===== config.mk =====
export PLATFORM = sky130hd
export DESIGN_NAME = tap_step_commander_flat
export DESIGN_NICKNAME = d
export VERILOG_FILES = /design/src/rtl/tap_step_commander_if.sv /design/src/rtl/tap_step_commander.sv /design/src/flat_wrapper.sv
export SDC_FILE = /design/constraint.sdc
export NUM_CORES = 1
export LEC_CHECK = 0
export CAP_MARGIN = 25
export CORE_MARGIN = 2
export CORE_UTILIZATION = 38
export DETAILED_ROUTE_END_ITERATION = 12
export MAX_ROUTING_LAYER = met4
export SLEW_MARGIN = 30
export SYNTH_ARGS = -nofsm -noshare
export SYNTH_HDL_FRONTEND = slang
export SYNTH_SLANG_ARGS = --single-unit

===== constraint.sdc =====
create_clock -name clk -period 3.25 [get_ports clk]
set_clock_uncertainty 0.05 [all_clocks]
set_input_delay 0.65 -clock clk [delete_from_list [all_inputs] [get_ports clk]]
set_output_delay 0.65 -clock clk [all_outputs]
set_load 0.01 [all_outputs]

===== src/rtl/tap_step_commander_if.sv =====
// rtl/tap_step_commander_if.sv - request handshake and pattern output bundle for tap_step_commander
interface tap_step_commander_if;
  logic       req_valid;
  logic [2:0] req_pos;
  logic       req_ready;
  logic       halt;
  logic [5:0] vnew;
  logic       dir;
  logic [2:0] pos;
  logic       busy;
  logic       done;
  logic       err;

  // Requester side: issues targets and halt, observes progress.
  modport master (
    output req_valid, req_pos, halt,
    input  req_ready, vnew, dir, pos, busy, done, err
  );

  // Sequencer side.
  modport slave (
    input  req_valid, req_pos, halt,
    output req_ready, vnew, dir, pos, busy, done, err
  );
endinterface


===== src/rtl/tap_step_commander.sv =====
// rtl/tap_step_commander.sv - walks the 6-bit switch pattern one position per dwell toward a requested target
module tap_step_commander #(
  parameter int DWELL = 8,
  parameter int NPOS  = 6
) (
  input  logic                 clk,
  input  logic                 rst,
  tap_step_commander_if.slave  bus
);

  // Reject parameter values the pattern table and dwell counter cannot honour.
  generate
    if (DWELL < 4 || DWELL > 255) begin : g_bad_dwell
      $error("tap_step_commander: DWELL must be in 4..255");
    end
    if (NPOS != 6) begin : g_bad_npos
      $error("tap_step_commander: NPOS must be 6");
    end
  endgenerate

  typedef enum logic [1:0] {
    S_IDLE  = 2'd0,
    S_STEP  = 2'd1,
    S_DWELL = 2'd2
  } state_t;

  localparam logic [7:0] DWELL_LAST = 8'(DWELL - 1);
  localparam logic [3:0] NPOS_W     = 4'(NPOS);
  localparam logic [5:0] VNEW_RST   = 6'b000011;

  state_t     state_q, state_d;
  logic [2:0] pos_q, pos_d;
  logic [2:0] tgt_q, tgt_d;
  logic [5:0] vnew_q, vnew_d;
  logic       dir_q, dir_d;
  logic       done_q, done_d;
  logic       err_q, err_d;
  logic [7:0] cnt_q, cnt_d;
  logic [2:0] step_pos;

  // Position to switch pattern; neighbours share exactly one set bit.
  function automatic logic [5:0] pattern(input logic [2:0] p);
    logic [5:0] v;
    case (p)
      3'd0:    v = 6'b000011;
      3'd1:    v = 6'b000110;
      3'd2:    v = 6'b001100;
      3'd3:    v = 6'b011000;
      3'd4:    v = 6'b110000;
      3'd5:    v = 6'b100001;
      default: v = 6'b000011;
    endcase
    return v;
  endfunction

  // Next-state and next-output decode; vnew/dir only move in STEP.
  always_comb begin
    state_d  = state_q;
    pos_d    = pos_q;
    tgt_d    = tgt_q;
    vnew_d   = vnew_q;
    dir_d    = dir_q;
    cnt_d    = cnt_q;
    done_d   = 1'b0;
    err_d    = 1'b0;
    step_pos = pos_q;
    case (state_q)
      S_IDLE: begin
        if (bus.req_valid) begin
          if ({1'b0, bus.req_pos} >= NPOS_W) begin
            err_d = 1'b1;
          end else if (bus.req_pos == pos_q) begin
            done_d = 1'b1;
          end else begin
            tgt_d   = bus.req_pos;
            state_d = S_STEP;
          end
        end
      end
      S_STEP: begin
        if (tgt_q > pos_q) begin
          step_pos = pos_q + 3'd1;
          dir_d    = 1'b1;
        end else begin
          step_pos = pos_q - 3'd1;
          dir_d    = 1'b0;
        end
        pos_d   = step_pos;
        vnew_d  = pattern(step_pos);
        cnt_d   = DWELL_LAST;
        state_d = S_DWELL;
      end
      S_DWELL: begin
        if (cnt_q == 8'd0) begin
          // Halt is honoured only here so a pattern is never cut short.
          if (pos_q == tgt_q || bus.halt) begin
            done_d  = 1'b1;
            state_d = S_IDLE;
          end else begin
            state_d = S_STEP;
          end
        end else begin
          cnt_d = cnt_q - 8'd1;
        end
      end
      default: begin
        state_d = S_IDLE;
      end
    endcase
  end

  // State and output registers with synchronous reset.
  always_ff @(posedge clk) begin
    if (rst) begin
      state_q <= S_IDLE;
      pos_q   <= 3'd0;
      tgt_q   <= 3'd0;
      vnew_q  <= VNEW_RST;
      dir_q   <= 1'b0;
      done_q  <= 1'b0;
      err_q   <= 1'b0;
      cnt_q   <= 8'd0;
    end else begin
      state_q <= state_d;
      pos_q   <= pos_d;
      tgt_q   <= tgt_d;
      vnew_q  <= vnew_d;
      dir_q   <= dir_d;
      done_q  <= done_d;
      err_q   <= err_d;
      cnt_q   <= cnt_d;
    end
  end

  assign bus.req_ready = (state_q == S_IDLE);
  assign bus.busy      = (state_q != S_IDLE);
  assign bus.vnew      = vnew_q;
  assign bus.dir       = dir_q;
  assign bus.pos       = pos_q;
  assign bus.done      = done_q;
  assign bus.err       = err_q;

endmodule


===== src/flat_wrapper.sv =====
// flat-port wrapper written by rule: the top's interface ports become plain ports
module tap_step_commander_flat 
#(
  parameter int DWELL = 8,
  parameter int NPOS  = 6
)
  (clk, rst, bus_req_valid, bus_req_pos, bus_halt, bus_req_ready, bus_vnew, bus_dir, bus_pos, bus_busy, bus_done, bus_err);
  tap_step_commander_if bus_i ();
  input  logic clk;
  input  logic rst;
  input wire logic [$bits(bus_i.req_valid)-1:0] bus_req_valid;
  input wire logic [$bits(bus_i.req_pos)-1:0] bus_req_pos;
  input wire logic [$bits(bus_i.halt)-1:0] bus_halt;
  output wire logic [$bits(bus_i.req_ready)-1:0] bus_req_ready;
  output wire logic [$bits(bus_i.vnew)-1:0] bus_vnew;
  output wire logic [$bits(bus_i.dir)-1:0] bus_dir;
  output wire logic [$bits(bus_i.pos)-1:0] bus_pos;
  output wire logic [$bits(bus_i.busy)-1:0] bus_busy;
  output wire logic [$bits(bus_i.done)-1:0] bus_done;
  output wire logic [$bits(bus_i.err)-1:0] bus_err;
  assign bus_i.req_valid = bus_req_valid;
  assign bus_i.req_pos = bus_req_pos;
  assign bus_i.halt = bus_halt;
  assign bus_req_ready = bus_i.req_ready;
  assign bus_vnew = bus_i.vnew;
  assign bus_dir = bus_i.dir;
  assign bus_pos = bus_i.pos;
  assign bus_busy = bus_i.busy;
  assign bus_done = bus_i.done;
  assign bus_err = bus_i.err;
  tap_step_commander #(.DWELL(DWELL), .NPOS(NPOS)) u_core (.clk(clk), .rst(rst), .bus(bus_i));
endmodule

==> summary.txt <==
Worst r2r src = u_core.bus.pos[1]
Worst-path cell chain = inv_1, ha_1, nand3b_1, nand2_1, nand2_1, fa_1, xnor2_1, a21oi_1, or4_1, a21oi_1
Slew @ Worst Pin = 0.8475 ns
Internal reg-to-reg setup slack = 0.51 ns
# setup viols final = 0
Die width = 64.07 um
Filler cell count = 335
Hold Crit Depth = 2
RSZ-0062 raised after global routing = false
Power per Cell Area = 511.2 nW/um^2
CP max stage cell = dfxtp_1
Top post-synthesis cells by area = dfxtp_1, ha_1, a21oi_1
Routed wire per std cell = 12.73 um
Netlist Area Pre-Place = 1371 um^2
Worst Path Buf+Inv = 1
Sequential share of power = 0.439
CP Capture Type = flip-flop
Fin. Hold Viols = 0
CTS Buf Count = 3
Most common cell after layout, fill and taps aside = dfxtp_1
GRT Util Overall = 0.1504
Max_cap viols = 0
Reg2Reg Capture Point = u_core.bus.vnew[5]
Hold EP = u_core.bus.vnew[5]
Switch share = 0.3704
Cts hold-fix bufs = 0
CP required = 3.47 ns
Leak Pwr = 0.6013 nW
Layout cells sized above 1 = 0.05587
Worst IR Drop VDD = 209.7 uV
Combinational share of power = 0.385
Power, Total = 0.0008309 W
Synth warn = 0
HP Start = u_core.bus.vnew[5]
Yosys cell types = 42
Drt pass-1 iters = 4
H-tree depth = 1
DR vias = 1173
Height of the chip = 64.07 um
Antenna cell count = 0
Root buffer cell = clkbuf_4
CP max FO = 9
Routed Antenna Nets = 0
Final min period = 2.742 ns
R2R depth = 10
Post-synth top flop = dfxtp_1
Vias per inst = 5.213
Die area = 4105 um^2
First-pass GRT wire length = 4747 um
Num rows = 21
Area growth, synth to finish = 18.52%
Vias in the first global route = 1065
Pins over their slew limit = 0
Seq cells post-synth = 25
Clk network pwr share = 0.176
Overflow after GRT = 0
Synth area leader = dfxtp_1
Avg Inst Size Synth = 8.517 um^2
Met1 GRT Util = 0.1913
Busiest layer in global routing = met2
Critical path class = reg2reg
P_sw = 0.0003078 W
Syn Nets = 178
Ys async rst share = 0
Final GP Congestion = 0.8340
Max-Slew Margin vs Limit = 0.4275
Syn Inst Count = 161
DR iter-0 viols = 68
Int Pwr = 0.0005231 W
Met3 usage = 0.02289
Post-route setup TNS = 0 ns
Critical Path AT = 2.96 ns
Top-area cell type share of the netlist area = 0.3650
Clock Latency Late Sink = 0.33 ns
IO Count = 21
Sink Count = 25
FMAX = 364.8 MHz
Final Cycle Share = 0.8436
Initial Util = 0.4046
Routed WL = 2865 um
HP Class = reg2reg
Outcome = completed
I/O Buffers = 20
Post-CTS resize count = 0
# DRC = 0
Sequential fraction of the synthesis area = 0.3650
Max Root-Sink Buffers = 2
Post-route core utilization = 0.4795
Met2 Usage GRT = 0.2409
Largest net degree at the start of global routing = 18
Flip-flop and latch area = 500.5 um^2
Crit path max-delay family = simple AND/OR/NAND/NOR gates
Startpoint types = flip-flop
CTS clk-pin slew, worst paths = 0.14 ns
Post-synth EDFFs = 0
Nets = 197
Detail Placement HPWL = 2086 um
Most frequent cells in the layout = dfxtp_1, clkdlybuf4s50_1, nor2_1
Crit. Startpoint = u_core.bus.pos[1]
Initial antenna violation count = 0
Slowest stage delay, CP = 0.55 ns
Post-CTS setup buffers = 0
Total core area = 3390 um^2
CTS tree = yes
Multi-input gate area = 790.8 um^2
## per-layer routing
metal | up-vias | routed length, um | part of all wire
li1 | 601 | - | -
met1 | 543 | 1429 | 0.50
met2 | 24 | 1306 | 0.46
met3 | 5 | 82 | 0.029
met4 | 0 | 46 | 0.016
met5 | - | 0 | 0
## layout make-up
cell class,count,area share
sequential,25,0.3079
clock inverter,1,0.003079
timing repair buffer,22,0.1324
clock buffer,3,0.01386
tap,46,0.03541
multi-input combinational,119,0.4865
inverter,9,0.02079
## synthesized netlist by cell type, types with 2 or more instances
library cell,number
a211oi_1,2
a21o_1,2
a21oi_1,15
buf_6,2
clkbuf_1,5
dfxtp_1,25
ha_1,9
inv_1,9
mux2i_1,3
nand2_1,15
nand2b_1,3
nand3_1,5
nand3b_1,3
nand4b_1,2
nor2_1,16
nor3_1,8
o21ai_0,4
o31ai_1,3
or3b_1,3
xor2_1,5
## cell families after synthesis
group	synth area share
flops	0.3650
xor+xnor	0.03832
compound gates	0.1670
mux	0.02190
buf+inv	0.05839
fa+ha+maj	0.09672
simple gates	0.2528
## worst min-delay path, cell delays in order (launching register included)
cell and delay, ns:
dfxtp_1 0.34, nand2_1 0.05, a21oi_1 0.05
## power by group through the flow
stage / clock [W] / combinational (W) / sequential (W)
floorplan: 0 / 0.000240 / 0.000370
global placement: 0 / 0.000317 / 0.000370
detailed placement: 0 / 0.000321 / 0.000371
CTS: 0.000150 / 0.000323 / 0.000365
global route: 0.000163 / 0.000359 / 0.000370
finish: 0.000146 / 0.000320 / 0.000365
## worst max path at each step
stage                               endpoint  slack [ns]  depth (start not counted)
final                     u_core.bus.vnew[5]        0.51                         10
after global routing      u_core.bus.vnew[3]        0.24                         10
after CTS                 u_core.bus.vnew[3]        0.47                         10
after detailed placement  u_core.bus.vnew[3]        0.50                         10
after global placement    u_core.bus.vnew[5]        0.61                         10
after floorplan           u_core.bus.vnew[4]        0.59                         11
## flip-flops by register name, summed over array words and instances (netlist names)
register / count
u_core.bus.dir: 1
u_core.bus.done: 1
u_core.state_q: 2
u_core.tgt_q: 3
u_core.bus.err: 1
u_core.bus.pos: 3
u_core.cnt_q: 8
u_core.bus.vnew: 6
## metrics by stage
step | cells | cell area, um^2 | worst slack, ns | hold WS [ns]
detailed placement | 221 | 1598 | 0.5020 | 0.4153
CTS | 225 | 1625 | 0.4712 | 0.4332
global route | 225 | 1625 | 0.2366 | 0.4442
floorplan | 161 | 1371 | 0.5866 | 0.4104
global placement | 221 | 1598 | 0.6060 | 0.3990
finish | 225 | 1625 | 0.5084 | 0.4248
No activity file was read; power rests on OpenSTA's default activity.
